**config.mk**
```make
export PLATFORM = sky130hd
export DESIGN_NAME = ct_spsram_2048x32_ctrl
export DESIGN_NICKNAME = d
export VERILOG_FILES = /design/src/rtl/ct_spsram_2048x32_ctrl.sv
export SDC_FILE = /design/constraint.sdc
export NUM_CORES = 1
export LEC_CHECK = 0
export ABC_AREA = 1
export BUFFER_PORTS_ARGS = -buffer_cell sky130_fd_sc_hd__buf_2
export CAP_MARGIN = 0
export CELL_PAD_IN_SITES_DETAIL_PLACEMENT = 0
export CELL_PAD_IN_SITES_GLOBAL_PLACEMENT = 2
export CORE_MARGIN = 5
export CORE_UTILIZATION = 24
export CTS_CLUSTER_SIZE = 20
export DETAILED_ROUTE_END_ITERATION = 16
export PLACE_DENSITY = 0.79
export SLEW_MARGIN = 15
export SYNTH_ARGS = -nofsm -noshare
export SYNTH_HDL_FRONTEND = slang
export SYNTH_SLANG_ARGS = --single-unit
```
**constraint.sdc**
```tcl
create_clock -name forever_cpuclk -period 2 [get_ports forever_cpuclk]
set_input_delay 0.1 -clock forever_cpuclk [delete_from_list [all_inputs] [get_ports forever_cpuclk]]
set_output_delay 0.1 -clock forever_cpuclk [all_outputs]
set_load 0.02 [all_outputs]
```
**src/rtl/ct_spsram_2048x32_ctrl.sv**
```systemverilog
// Access controller for the 2048x32 single-port SRAM macro: valid/ready requests to
// active-low macro pins, optional post-reset array fill, 2-entry read response buffer.
module ct_spsram_2048x32_ctrl #(
  parameter int unsigned           ADDR_WIDTH = 11,
  parameter int unsigned           DATA_WIDTH = 32,
  parameter bit                    INIT_EN    = 1'b1,
  parameter logic [DATA_WIDTH-1:0] INIT_VAL   = '0
) (
  input  logic                      forever_cpuclk,
  input  logic                      cpurst_b,
  input  logic                      req_vld,
  output logic                      req_rdy,
  input  logic                      req_wr,
  input  logic [ADDR_WIDTH-1:0]     req_addr,
  input  logic [DATA_WIDTH-1:0]     req_wdata,
  input  logic [DATA_WIDTH/8-1:0]   req_be,
  output logic                      rsp_vld,
  input  logic                      rsp_rdy,
  output logic [DATA_WIDTH-1:0]     rsp_data,
  output logic                      init_done,
  output logic                      ram_cen,
  output logic                      ram_gwen,
  output logic [DATA_WIDTH-1:0]     ram_wen,
  output logic [ADDR_WIDTH-1:0]     ram_a,
  output logic [DATA_WIDTH-1:0]     ram_d,
  input  logic [DATA_WIDTH-1:0]     ram_q
);

  localparam int unsigned BE_W  = DATA_WIDTH / 8;
  localparam int unsigned CNT_W = 2;
  localparam int unsigned OCC_W = 3;
  localparam logic [CNT_W-1:0] FIFO_FULL = CNT_W'(2);

  typedef enum logic {ST_INIT = 1'b0, ST_RUN = 1'b1} state_e;

  state_e                state_q, state_d;
  logic [ADDR_WIDTH-1:0] fill_cnt_q, fill_cnt_d;
  logic                  init_done_q, init_done_d;
  logic                  rd_inflight_q, rd_inflight_d;
  logic [CNT_W-1:0]      fifo_cnt_q, fifo_cnt_d;
  logic                  rd_ptr_q, rd_ptr_d;
  logic                  wr_ptr_q, wr_ptr_d;
  logic [DATA_WIDTH-1:0] fifo_mem_q [2];

  logic                  push;
  logic                  pop;
  logic                  req_fire;
  logic [OCC_W-1:0]      occ_after_pop;
  logic [DATA_WIDTH-1:0] be_wen_n;

  assign push          = rd_inflight_q;
  assign rsp_vld       = cpurst_b & (fifo_cnt_q != '0);
  assign pop           = rsp_vld & rsp_rdy;
  assign rsp_data      = fifo_mem_q[rd_ptr_q];
  assign init_done     = cpurst_b & init_done_q;
  assign req_fire      = req_vld & req_rdy;
  // Read credit: buffered + in-flight reads, minus the entry leaving this cycle.
  assign occ_after_pop = OCC_W'(fifo_cnt_q) + OCC_W'(rd_inflight_q) - OCC_W'(pop);

  always_comb begin
    be_wen_n = '1;
    for (int unsigned i = 0; i < BE_W; i++) begin
      be_wen_n[8*i +: 8] = {8{~req_be[i]}};
    end
  end

  // Next state and macro drive; the macro samples these pins on the same edge.
  always_comb begin
    state_d    = state_q;
    fill_cnt_d = fill_cnt_q;
    req_rdy    = 1'b0;
    ram_cen    = 1'b1;
    ram_gwen   = 1'b1;
    ram_wen    = '1;
    ram_a      = '0;
    ram_d      = '0;
    if (cpurst_b) begin
      case (state_q)
        ST_INIT: begin
          ram_cen    = 1'b0;
          ram_gwen   = 1'b0;
          ram_wen    = '0;
          ram_a      = fill_cnt_q;
          ram_d      = INIT_VAL;
          fill_cnt_d = fill_cnt_q + ADDR_WIDTH'(1);
          if (&fill_cnt_q) begin
            state_d = ST_RUN;
          end
        end
        ST_RUN: begin
          req_rdy = req_wr | (occ_after_pop < OCC_W'(2));
          if (req_vld & req_rdy) begin
            ram_cen = 1'b0;
            ram_a   = req_addr;
            if (req_wr) begin
              ram_gwen = 1'b0;
              ram_wen  = be_wen_n;
              ram_d    = req_wdata;
            end
          end
        end
      endcase
    end
  end

  always_comb begin
    init_done_d   = (state_d == ST_RUN);
    rd_inflight_d = req_fire & ~req_wr;
    fifo_cnt_d    = fifo_cnt_q + CNT_W'(push) - CNT_W'(pop);
    wr_ptr_d      = wr_ptr_q ^ push;
    rd_ptr_d      = rd_ptr_q ^ pop;
  end

  always_ff @(posedge forever_cpuclk) begin
    if (!cpurst_b) begin
      state_q       <= INIT_EN ? ST_INIT : ST_RUN;
      fill_cnt_q    <= '0;
      init_done_q   <= 1'b0;
      rd_inflight_q <= 1'b0;
      fifo_cnt_q    <= '0;
      rd_ptr_q      <= 1'b0;
      wr_ptr_q      <= 1'b0;
    end else begin
      state_q       <= state_d;
      fill_cnt_q    <= fill_cnt_d;
      init_done_q   <= init_done_d;
      rd_inflight_q <= rd_inflight_d;
      fifo_cnt_q    <= fifo_cnt_d;
      rd_ptr_q      <= rd_ptr_d;
      wr_ptr_q      <= wr_ptr_d;
    end
  end

  // Q is valid exactly one cycle after the read access.
  always_ff @(posedge forever_cpuclk) begin
    if (push) begin
      fifo_mem_q[wr_ptr_q] <= ram_q;
    end
  end

  a_no_overflow: assert property (@(posedge forever_cpuclk) disable iff (!cpurst_b)
    !(push && (fifo_cnt_q == FIFO_FULL)));

endmodule

```
Word level (Yosys, flattened, before mapping). Memories as Yosys holds them, arrays and structs flattened. A register that Yosys moved wholly into a read port is not among the register bits. Cells that the tools add are included. Widths: inputs -> output; s select.

Word-level logic and storage cells: 55. Latch bits: 0. Memories: 1. Flip-flop bits (word level): 17. Output and inout bits: 112. Bits in writable memories: 64. Bits of input ports: 84. Bits in read-only memories: 0.

Memories: fifo_mem_q (depth 2, width 32, rd ports 1, clocked after Yosys merged registers in 1, wr ports 1, line 43) `logic [DATA_WIDTH-1:0] fifo_mem_q [2];`.

Equality and inequality tests: 0. Order comparisons: 1. Shift operators: 0. Div/mod/pow operators: 0. Mux-type cells: 25. Bitwise operators: 15. $mul: 0. Reductions and logical operators: 2. Add/subtract/negate cells: 5.

Operator list (count): $mux 32 (6); $pmux 32 s2 (2); $mux 11 (2); $pmux 11 s2 (1); $mux 1 (12); $add 11x1->11 const B (1); $reduce_and 11->1 (1); $and 1x1->1 (6); $not 1->1 (6); $pmux 1 s2 (2); $add 2x1->3 (1); $lt 3x2->1 const B (1); $sub 3x1->3 (1); $add 2x1->2 (1); $reduce_bool 2->1 (1); $sub 2x1->2 (1); $xor 1x1->1 (2); $or 1x1->1 (1).

Depth between registers and ports, before layout. Gate-level depths: netlist (run 1).

Word-level depth: 10. Depth in mapped cells: 18. Gate-level depth less buffers: 17.

Worst setup path after synthesis (run 1). No wires, ideal clock.

Path kind: register -> output. Start: register fifo_cnt_q[1]. End: output port ram_a[1]. Required time: 1.900 ns. Stages on the path, launching flop included: 17. Path buffers: 1. Data arrival time: 2.493 ns. Slack: -0.593 ns. Cell sequence: dfxtp_1 > nor2_1 > nor2_2 > nand2_1 > inv_1 > ha_1 > inv_1 > ha_1 > inv_1 > fa_1 > nand3_1 > nand2_1 > nand2_1 > nand2_1 > nand2_1 > buf_6 > nor2_1.

Word-level cells in the longest chain between the ends: 10. Elaborated cells on any way between the ends: 11. Classes of those cells: add/sub: 2; order compare: 1; mux: 3; bitwise: 4; reduce/logical: 1.

RTL lines: from (decl) (line 40) `logic [CNT_W-1:0] fifo_cnt_q, fifo_cnt_d;`; from (signal assigned) (line 128) `fifo_cnt_q <= fifo_cnt_d;`; $reduce_bool 2->1 (line 52) `assign rsp_vld = cpurst_b & (fifo_cnt_q != '0);`; $and 1x1->1 (line 52); net rsp_vld (line 17) `output logic rsp_vld,`; $and 1x1->1 (line 53) `assign pop = rsp_vld & rsp_rdy;`; $sub 3x1->3 (line 58) `assign occ_after_pop = OCC_W'(fifo_cnt_q) + OCC_W'(rd_inflight_q) - OCC_W'(pop);`; $lt 3x2->1 (line 91) `req_rdy = req_wr | (occ_after_pop < OCC_W'(2));`; $or 1x1->1 (line 91); $and 1x1->1 (line 92) `if (req_vld & req_rdy) begin`; $mux 11 (line 92); $pmux 11 s2 (line 78) `case (state_q)`; $mux 11 (line 77) `if (cpurst_b) begin`; to (decl) (line 24) `output logic [ADDR_WIDTH-1:0] ram_a,`.

The timed path passes the listed nets, and every way through them passes these cells.

Final worst setup path (run 1).
Start: register fifo_cnt_q[1]. End: output port ram_a[9].

Word-level cells in the longest chain between the ends: 10. Elaborated cells on any way between the ends: 11. Classes of those cells: add/sub: 2; order compare: 1; mux: 3; bitwise: 4; reduce/logical: 1.

RTL lines (line): $reduce_bool 2->1 (52); $and 1x1->1 (52); $and 1x1->1 (53); $sub 3x1->3 * (58); $lt 3x2->1 * (91); $or 1x1->1 * (91); $and 1x1->1 * (92); $mux 11 * (92); $pmux 11 s2 * (78); $mux 11 * (77).

Every way passes the cells marked *; elsewhere a longest branch is shown, timed or not.

==> results of run 1 <==
[per-stage QoR]
stage / hold slack, ns / setup slack, ns
2_1_floorplan: 0.172 / -0.405
3_3_place_gp: 0.287 / -0.531
6_report: 0.221 / -0.743
3_5_place_dp: 0.292 / -0.591
5_1_grt: 0.228 / -0.899
4_1_cts: 0.203 / -0.848
[power by group through the flow]
| stage | clock [mW] | sequential, mW | combinational [mW] |
|---|---|---|---|
| 2_1_floorplan | 0 | 1.88 | 0.153 |
| 3_3_place_gp | 0 | 1.88 | 0.257 |
| 3_5_place_dp | 0 | 1.88 | 0.262 |
| 4_1_cts | 1.67 | 1.84 | 0.323 |
| 5_1_grt | 1.75 | 1.84 | 0.354 |
| 6_report | 1.60 | 1.84 | 0.324 |
[registers in the layout (all words and copies together) (netlist names), named ones only]
name         flops
fifo_mem_q      64
fill_cnt_q      11
fifo_cnt_q       2
init_done_q      1
push             1
rd_ptr_q         1
wr_ptr_q         1
[layout by cell type (no fill, tap or decap), drive strengths merged]
cell type / count
nand3b: 1
fa: 1
o21ai: 12
clkbuf: 9
nand2: 60
edfxtp: 64
clkinvlp: 3
bufinv: 1
buf: 217
nand4: 2
nor2: 66
dlygate4sd3: 34
nor3: 3
or2: 1
nand3: 5
clkinv: 3
a21oi: 16
inv: 30
and2: 1
dfxtp: 18
mux2i: 2
xor2: 2
mux2: 32
ha: 5
[logic make-up (layout without fill, tap and decap cells)]
| logic type | count (synthesis) | after routing | share of synthesized area [%] |
|---|---|---|---|
| and+or+nand+nor | 139 | 139 | 14.6 |
| DFF | 82 | 82 | 58.7 |
| buffers and inverters | 73 | 297 | 10.8 |
| muxes | 34 | 34 | 9.78 |
| AOI/OAI and AO/OA | 28 | 28 | 3.60 |
| adders and majority gates | 6 | 6 | 2.12 |
| xor gates and xnor gates | 2 | 2 | 0.451 |
[worst reg2reg max path, cell delays in order, from the launching register on]
cell	delay, ns
dfxtp_4	0.35
nor2_4	0.12
nor2_4	0.04
nand2_2	0.06
inv_2	0.04
ha_4	0.21
inv_4	0.06
ha_4	0.12
inv_2	0.03
fa_1	0.51
nand3_2	0.08
nand2_2	0.09
nand2_1	0.06
inv_2	0.08
buf_4	0.10
nand2_1	0.04
nor2_1	0.07
[cells in the mapped netlist]
library cell | n | area, um2
edfxtp_1 | 64 | 1920
nor2_1 | 64 | 240
nand2_1 | 60 | 225
buf_4 | 34 | 255
mux2_2 | 30 | 338
inv_1 | 28 | 105
dfxtp_1 | 18 | 360
a21oi_1 | 16 | 80.1
o21ai_0 | 12 | 60.1
clkbuf_1 | 5 | 18.8
ha_1 | 5 | 62.6
nand3_1 | 5 | 25.0
buf_2 | 2 | 10.0
buf_6 | 2 | 22.5
mux2_1 | 2 | 22.5
mux2i_1 | 2 | 20.0
nand4_1 | 2 | 12.5
nor3_1 | 2 | 10.0
xor2_1 | 2 | 17.5
and2_1 | 1 | 6.26
clkinv_1 | 1 | 3.75
fa_1 | 1 | 20.0
inv_2 | 1 | 3.75
nand3b_1 | 1 | 7.51
nor2_2 | 1 | 6.26
nor2_4 | 1 | 11.3
nor3_4 | 1 | 16.3
or2_2 | 1 | 6.26
[area by class of cell]
class                      count  area share, %
sequential                    82           38.9
timing repair buffer         251           26.9
multi-input combinational    209           22.7
clock buffer                   9           3.83
tap                          216           4.59
clock inverter                 7           1.17
inverter                      30           1.96
[per-layer routing]
layer  vias up  global-route usage, %  part of all wire [%]
met1      1467                   11.6                    40
met4         0                   2.66                  0.84
met3         7                   4.02                   8.9
met5         -                      0                     0
met2       136                   19.3                    50
li1       1613                      -                     -
[final timing paths]
| kind | start | slack [ns] | cells past startpoint | to |
|---|---|---|---|---|
| worst max-delay path | fifo_cnt_q[1] | -0.74 | 17 | ram_a[9] |
| worst min-delay path | cpurst_b | 0.22 | 4 | wr_ptr_q |
| worst max register to register | fifo_cnt_q[1] | -0.12 | 16 | push |
| worst min register to register | fill_cnt_q[10] | 0.50 | 2 | init_done_q |
[what timing repair did]
action,CTS,global route
buffers inserted,3,3
hold buffers,34,0
endpoints found under the hold margin,65,0
endpoints found under the setup margin,38,46
gates cloned,0,0
resized for setup,33,12
pin swaps,14,9
==> results.py, run 1 <==
metrics = {
    "yosys": {
        "ys_seq_elements": 82,
        "ys_types": 28,
        "post_synth.cell_area_avg_um2": 10.7,
        "ys_seq_area_share_pct": 58.7,
        "syn_inst": 364,
        "yosys_warnings": 0,
        "syn_nets": 454,
        "syn-cell-area_um2": 3890,
    },
    "pwr": {
        "switching_share_pct": 21.5,
        "pwr-share-clk_pct": 42.5,
        "p_int_mw": 2.96,
        "finalPower_mw": 3.77,
        "pwr-share-comb_pct": 8.6,
        "max-vdd-ir-drop_v": 0.000349,
        "seqPwrFrac_pct": 48.9,
        "p_per_area_nw_per_um2": 640,
        "p_sw_mw": 0.811,
        "p_leak_nw": 2.46,
    },
    "grt": {
        "gr-total-overflow": 0,
        "grt_usage_pct": 10.6,
        "grt_max_degree": 35,
        "grt_pass1_vias": 3274,
        "grt_pass1_wl_um": 15700,
        "antenna_found_initial": 0,
    },
    "critical_path": {
        "crit_fanout": 8,
        "path_delay_family": "adder cells",
        "crit_required_ns": 1.90,
        "end_kind": "output port",
        "crit_type": "flip-flop to output port",
        "cpMostUsedCell": "nand2_2",
        "crit_chain": "nor2_4 -> nor2_4 -> nand2_2 -> inv_2 -> ha_4 -> inv_4 -> ha_4 -> inv_2 -> fa_1 -> nand3_2 -> nand2_2 -> nand2_2 -> nand2_2 -> nand2_4 -> buf_12 -> nor2_4 -> buf_6",
        "critPathBufInv": 5,
        "cp-start-kind": "flip-flop",
        "crit_path_top_delay_cell": "fa_1",
        "slowest_delay_ns": 0.51,
        "arrival_ns": 2.64,
    },
    "timing": {
        "min_period_over_period_pct": 137,
        "max_slew_margin_pct": 63.8,
        "grt_setup_unrepaired": "yes",
        "setup_viol": 14,
        "period_needed_ns": 2.74,
        "timing_hold_violations_final": 0,
        "finalSetupTns_ns": -9.16,
        "clock.fmax_mhz": 365,
        "drv_slew": 0,
        "fin_skew_ns": 0.00713,
        "worst_pin_slew_ns": 0.537,
        "setup_ws_ns": -0.743,
    },
    "place": {
        "place_inst": 749,
        "io_buffers": 195,
        "placed_area_um2": 5070,
        "gp_congestion": 0.748,
        "dp_hpwl_um": 7700,
    },
    "route": {
        "wl_per_cell_um": 13.0,
        "vias": 3223,
        "drc": 0,
        "wl_um": 10400,
        "firstDrtPassIters": 4,
        "via_per_inst": 4.01,
        "antenna_left": 0,
        "first_iter_violations": 91,
    },
    "finish": {
        "fin_area_um2": 5890,
        "fillers": 1607,
        "area_delta_synth_final_pct": 51.4,
        "nets": 673,
        "drive_above_1_share_pct": 49.7,
        "postLayoutCoreUtil_pct": 37.1,
        "num_antenna_cells": 0,
        "finalNonFillerCells": 804,
        "regArea_um2": 2290,
        "multi_input_area_um2": 1330,
    },
    "floorplan": {
        "core_area_um2": 15900,
        "die_y_um": 137,
        "ios": 196,
        "fp.dieArea_um2": 18800,
        "initial_core_util_pct": 24.5,
        "num_rows": 46,
        "die_w_um": 137,
    },
    "clock_network": {
        "cts_tree": "done",
        "cts.sinks": 82,
        "clk_latency_ns": 0.33,
        "numCtsBuffers": 9,
        "clk_pin_slew_worst_paths_ns": 0.06,
        "cts_root_buf": "clkbuf_16",
        "cts.path.max_buffers": 2,
        "htree_levels": 3,
    },
    "outcome": {
        "violations": "negative setup slack",
        "status": "complete, but fails checks",
    },
    "worst_hold_path": {
        "holdCritPathClass": "primary input to flip-flop",
    },
    "run": {
        "cap_violations": 0,
    },
}
Power figures use the tool's default switching activity.
==> inputs of run 2 (changes only) <==
--- a/config.mk
+++ b/config.mk
@@ -15,6 +15,7 @@
 export CTS_CLUSTER_SIZE = 20
 export DETAILED_ROUTE_END_ITERATION = 16
 export PLACE_DENSITY = 0.79
+export RECOVER_POWER = 100
 export SLEW_MARGIN = 15
 export SYNTH_ARGS = -nofsm -noshare
 export SYNTH_HDL_FRONTEND = slang
==> results.py, run 2 (synthesis results as in run 1) <==
metrics = {
    "outcome": {
        "status": "complete, but fails checks",
        "violations": "negative setup slack",
    },
    "floorplan": {
        "die_w_um": 137,
        "ios": 196,
        "initial_core_util_pct": 24.5,
        "fp.dieArea_um2": 18800,
        "core_area_um2": 15900,
        "num_rows": 46,
        "die_y_um": 137,
    },
    "critical_path": {
        "arrival_ns": 2.64,
        "crit_cells": 17,
        "cp-startpoint": "fifo_cnt_q[1]",
        "crit_type": "flip-flop to output port",
        "path_delay_family": "adder cells",
        "end_kind": "output port",
        "slowest_delay_ns": 0.51,
        "endpoint": "ram_a[9]",
        "timing.rr.end": "push",
        "ff2ff_path_depth": 16,
        "rr_startpoint": "fifo_cnt_q[1]",
        "cpMostUsedCell": "nand2_2",
        "rrSetupSlack_ns": -0.12,
        "crit_path_top_delay_cell": "fa_1",
        "crit_fanout": 8,
        "cp-start-kind": "flip-flop",
        "crit_chain": "nor2_4 -> nor2_4 -> nand2_2 -> inv_2 -> ha_4 -> inv_4 -> ha_4 -> inv_2 -> fa_1 -> nand3_2 -> nand2_2 -> nand2_2 -> nand2_2 -> nand2_4 -> buf_12 -> nor2_4 -> buf_6",
        "crit_required_ns": 1.90,
        "critPathBufInv": 5,
    },
    "timing": {
        "period_needed_ns": 2.74,
        "timing_hold_violations_final": 0,
        "setup_viol": 14,
        "max_slew_margin_pct": 63.7,
        "min_period_over_period_pct": 137,
        "drv_slew": 0,
        "clock.fmax_mhz": 365,
        "setup_ws_ns": -0.743,
        "grt_setup_unrepaired": "yes",
        "fin_skew_ns": 0.00750,
        "worst_pin_slew_ns": 0.539,
    },
    "finish": {
        "finalNonFillerCells": 804,
        "nets": 673,
        "drive_above_1_share_pct": 45.2,
        "final_common_cell": "buf_2",
        "max_flop_register": "fifo_mem_q",
        "regArea_um2": 2290,
        "largest_reg_flops": 64,
        "area_delta_synth_final_pct": 50.5,
        "mostFrequentLayoutCells": "buf_2 (157), edfxtp_1 (64), nand2_1 (55)",
        "multi_input_area_um2": 1330,
        "fillers": 1619,
        "reg_top3": "fifo_mem_q: 64 flops, fill_cnt_q: 11 flops, fifo_cnt_q: 2 flops",
        "num_antenna_cells": 0,
    },
    "clock_network": {
        "clk_pin_slew_worst_paths_ns": 0.06,
        "clk_latency_ns": 0.33,
        "htree_levels": 3,
        "numCtsBuffers": 9,
        "cts_tree": "done",
        "cts.sinks": 82,
        "cts.path.max_buffers": 2,
        "cts_root_buf": "clkbuf_16",
    },
    "pwr": {
        "p_sw_mw": 0.813,
        "finalPower_mw": 3.76,
        "seqPwrFrac_pct": 48.9,
        "p_leak_nw": 2.39,
        "switching_share_pct": 21.6,
        "pwr-share-clk_pct": 42.6,
        "p_per_area_nw_per_um2": 643,
        "p_int_mw": 2.95,
        "pwr-share-comb_pct": 8.4,
        "max-vdd-ir-drop_v": 0.000351,
    },
    "place": {
        "dp_hpwl_um": 7700,
        "gp_congestion": 0.748,
        "place_inst": 749,
        "io_buffers": 195,
    },
    "route": {
        "first_iter_violations": 94,
        "wl_um": 10400,
        "antenna_left": 0,
        "drc": 0,
        "firstDrtPassIters": 4,
        "via_per_inst": 4.01,
        "wl_per_cell_um": 13.0,
        "vias": 3224,
    },
    "grt": {
        "grt_pass1_wl_um": 15700,
        "grt_pass1_vias": 3274,
        "grt_usage_pct": 10.6,
        "gr-total-overflow": 0,
        "grt_max_degree": 35,
        "antenna_found_initial": 0,
    },
    "worst_hold_path": {
        "holdCritPathClass": "primary input to flip-flop",
    },
    "run": {
        "cap_violations": 0,
    },
}
## run 2: changes by cell type in the layout (fill, tap and decap cells not counted)
cell      change
buf_2        -26
clkbuf_1     +26
buf_4         -1
clkbuf_2      +1
## run 2: what timing repair did
item,in CTS,in global routing
pin swaps,14,9
endpoints found under the hold margin,65,0
hold buffers,34,0
buffers inserted,3,3
gates resized for setup,33,12
endpoints found under the setup margin,38,46
## run 2: worst min path at each step
| stage | endpoint | slack (ns) | depth (start not counted) | startpoint |
|---|---|---|---|---|
| floorplan | push | 0.17 | 1 | req_wr |
| global placement | fifo_mem_q[0][19] | 0.29 | 1 | ram_q[19] |
| detailed placement | fifo_mem_q[0][13] | 0.29 | 1 | ram_q[13] |
| CTS | fifo_cnt_q[0] | 0.20 | 4 | cpurst_b |
| global route | fifo_cnt_q[0] | 0.23 | 4 | cpurst_b |
| finish | fifo_cnt_q[0] | 0.22 | 4 | cpurst_b |
## run 2: area by class of cell
cell class	instances	share of cell area, %
timing repair buffer	251	26.5
inverter	30	1.97
multi-input combinational	209	22.8
tap	216	4.62
sequential	82	39.1
clock inverter	7	1.18
clock buffer	9	3.85
## run 2: worst min-delay path, cell delays in order
cell     delay [ns]
buf_2          0.12
buf_4          0.18
nand2_1        0.07
inv_1          0.04
## run 2: metal layers
layer	up-vias	wire length, um	global-route usage [%]
li1	1611	-	-
met1	1470	4130	11.6
met2	136	5250	19.3
met3	7	946	4.02
met4	0	88	2.66
met5	-	0	0
## run 2: per-stage QoR
| step | util, % | hold slack, ns | worst slack (ns) | cell area (um2) | setup TNS, ns |
|---|---|---|---|---|---|
| 6_report | 36.8 | 0.223 | -0.743 | 5850 | -9.16 |
| 5_1_grt | 36.8 | 0.228 | -0.899 | 5850 | -14.11 |
| 3_3_place_gp | 31.9 | 0.287 | -0.531 | 5070 | -6.35 |
| 2_1_floorplan | - | 0.172 | -0.405 | 3990 | -4.53 |
| 4_1_cts | 36.7 | 0.203 | -0.848 | 5830 | -10.78 |
| 3_5_place_dp | 31.9 | 0.292 | -0.591 | 5070 | -7.10 |
## run 2: power by group through the flow
stage          clock network (mW)  logic (mW)  registers (mW)
6_report                     1.60       0.317            1.84
5_1_grt                      1.75       0.347            1.84
4_1_cts                      1.67       0.323            1.84
3_5_place_dp                    0       0.262            1.88
3_3_place_gp                    0       0.257            1.88
2_1_floorplan                   0       0.153            1.88
==> inputs of run 3 (changes only) <==
--- a/config.mk
+++ b/config.mk
@@ -5,13 +5,12 @@
 export SDC_FILE = /design/constraint.sdc
 export NUM_CORES = 1
 export LEC_CHECK = 0
-export ABC_AREA = 1
 export BUFFER_PORTS_ARGS = -buffer_cell sky130_fd_sc_hd__buf_2
 export CAP_MARGIN = 0
 export CELL_PAD_IN_SITES_DETAIL_PLACEMENT = 0
 export CELL_PAD_IN_SITES_GLOBAL_PLACEMENT = 2
 export CORE_MARGIN = 5
-export CORE_UTILIZATION = 24
+export CORE_UTILIZATION = 25
 export CTS_CLUSTER_SIZE = 20
 export DETAILED_ROUTE_END_ITERATION = 16
 export PLACE_DENSITY = 0.79
==> results.py, run 3 <==
metrics = {
    "critical_path": {
        "rrSetupSlack_ns": -0.31,
        "timing.rr.end": "push",
        "end_kind": "output port",
        "crit_fanout": 10,
        "crit_required_ns": 1.90,
        "crit_type": "flip-flop to output port",
        "arrival_ns": 2.56,
        "rr_startpoint": "fifo_cnt_q[0]",
        "cp-start-kind": "flip-flop",
        "ff2ff_path_depth": 11,
    },
    "finish": {
        "reg_top3": "fifo_mem_q: 64 flops, fill_cnt_q: 11 flops, fifo_cnt_q: 2 flops",
        "area_delta_synth_final_pct": 49.2,
        "max_flop_register": "fifo_mem_q",
        "mostFrequentLayoutCells": "buf_2 (156), edfxtp_1 (64), and2_1 (35)",
        "largest_reg_flops": 64,
        "nets": 593,
        "num_antenna_cells": 0,
        "final_common_cell": "buf_2",
        "drive_above_1_share_pct": 50.2,
    },
    "yosys": {
        "ys_async_sr_fraction_pct": 0,
        "syn_inst": 288,
        "synthTopCellsByArea": "edfxtp_1 (51%), dfxtp_1 (9.5%), mux2_2 (8.6%)",
        "synth_common_cells": "edfxtp_1 (64), and2_1 (35), mux2_2 (29)",
        "yosysTopAreaCell": "edfxtp_1",
        "yosys_warnings": 0,
        "post_synth.cell_area_avg_um2": 13.2,
        "ys_seq_elements": 82,
        "synth-edff-count": 64,
        "synth-main-ff-cell": "edfxtp_1",
        "ys_types": 36,
        "synth_top_area_share_pct": 50.7,
        "syn_nets": 378,
        "syn-cell-area_um2": 3790,
        "ys_seq_area_share_pct": 60.2,
        "synth.most_common_cell": "edfxtp_1",
    },
    "outcome": {
        "status": "complete, but fails checks",
        "violations": "negative setup slack",
    },
    "floorplan": {
        "initial_core_util_pct": 25.2,
        "die_y_um": 133,
        "core_area_um2": 15000,
        "fp.dieArea_um2": 17700,
        "num_rows": 45,
        "ios": 196,
        "die_w_um": 133,
    },
    "timing": {
        "timing_hold_violations_final": 0,
        "max_slew_margin_pct": 68.7,
        "clock.fmax_mhz": 375,
        "min_period_over_period_pct": 133,
        "period_needed_ns": 2.66,
        "finalSetupTns_ns": -8.56,
        "setup_viol": 14,
        "worst_pin_slew_ns": 0.470,
        "grt_setup_unrepaired": "yes",
        "hold_slack_ns": 0.0647,
        "setup_ws_ns": -0.663,
        "drv_slew": 0,
        "fin_skew_ns": 0.00527,
    },
    "clock_network": {
        "cts_root_buf": "clkbuf_16",
        "cts_tree": "done",
        "htree_levels": 3,
        "cts.sinks": 82,
        "clk_latency_ns": 0.34,
        "cts.path.max_buffers": 2,
        "numCtsBuffers": 9,
        "clk_pin_slew_worst_paths_ns": 0.06,
    },
    "worst_hold_path": {
        "hold_path_end": "push",
        "holdPathStages": 2,
        "min_from": "req_vld",
        "holdCritPathClass": "primary input to flip-flop",
    },
    "pwr": {
        "p_per_area_nw_per_um2": 648,
        "max-vdd-ir-drop_v": 0.000360,
        "finalPower_mw": 3.67,
        "p_leak_nw": 2.32,
    },
    "grt": {
        "antenna_found_initial": 0,
        "grt_pass1_vias": 3139,
        "grt_max_degree": 33,
        "gr-total-overflow": 0,
        "grt_usage_pct": 10.9,
        "grt_pass1_wl_um": 15300,
    },
    "place": {
        "gp_congestion": 0.862,
        "dp_slack_ns": -0.391,
        "dp_hpwl_um": 7270,
        "io_buffers": 195,
    },
    "route": {
        "drc": 0,
        "wl_um": 9870,
        "via_per_inst": 4.23,
        "vias": 2941,
        "first_iter_violations": 91,
        "firstDrtPassIters": 4,
        "wl_per_cell_um": 14.2,
        "antenna_left": 0,
    },
    "run": {
        "cap_violations": 0,
    },
}
==> run 3: cell count changes after synthesis, moves of 3 or more <==
cell,before,now
or4_1,0,4
buf_2,2,5
o21ai_0,12,6
and2_1,1,35
nand2_1,60,4
xnor2_1,0,4
buf_4,34,28
inv_1,28,10
mux2i_1,2,12
a21oi_1,16,6
nor2_1,64,22
o31ai_1,0,4
==> run 3: worst max path at each step <==
| stage | from | end |
|---|---|---|
| after CTS | fifo_cnt_q[0] | ram_a[5] |
| after global routing | fifo_cnt_q[0] | ram_a[9] |
| final | fifo_cnt_q[0] | ram_a[2] |
| after detailed placement | fifo_cnt_q[0] | ram_a[5] |
| after floorplan | fifo_cnt_q[1] | ram_a[1] |
| after global placement | fifo_cnt_q[0] | ram_a[2] |
==> run 3: area by class of cell <==
class	count	area, um2
fillers	1463	9370
multi-input cells	155	1340
clock buffers	9	225
clock inverters	7	51.3
well taps	188	235
flip-flops and latches	82	2280
repair buffers	244	1480
inverters	11	41.3
==> run 3: metal layers <==
metal	vias up	routed length (um)	global-route usage, %
met1	1350	3990	12.2
met5	-	0	0
met4	0	254	5.31
li1	1426	-	-
met2	149	4940	19.5
met3	16	688	2.68
==> run 3: what timing repair did <==
| item | CTS | global route |
|---|---|---|
| endpoints found under the setup margin | 78 | 72 |
| pin swaps | 3 | 2 |
| hold buffers | 33 | 0 |
| buffers inserted | 1 | 2 |
| resized for setup | 38 | 7 |
| hold endpoints to repair | 65 | 0 |
==> run 3: critical path, cell delays in order, from the launching register on <==
cell	delay [ns]
dfxtp_2	0.32
o211a_1	0.23
ha_1	0.28
inv_1	0.04
ha_2	0.16
inv_2	0.05
fa_2	0.46
a32oi_4	0.30
buf_12	0.21
nor2_4	0.04
buf_6	0.13
==> run 3: logic make-up after synthesis <==
kind of cell,share of synthesized area (%)
XOR/XNOR,1.39
adder cells (fa/ha/maj),2.18
multiplexers,12.7
flip-flops,60.2
AO/OA/AOI/OAI,3.33
buffers and inverters,8.18
AND/OR/NAND/NOR,12.1
==> run 3: stage by stage <==
step / util, % / cells / cell area, um2
after global routing: 37.6 / 696 / 5660
after detailed placement: 32.8 / 644 / 4930
after global placement: 32.8 / 644 / 4930
final: 37.6 / 696 / 5660
after CTS: 37.7 / 694 / 5660
after floorplan: - / 288 / 3880
==> run 3: power breakdown <==
part / internal (mW) / switching (mW)
Clock: 0.848 / 0.673
Sequential: 1.84 / 0.00693
Combinational: 0.148 / 0.151
Total: 2.83 / 0.831
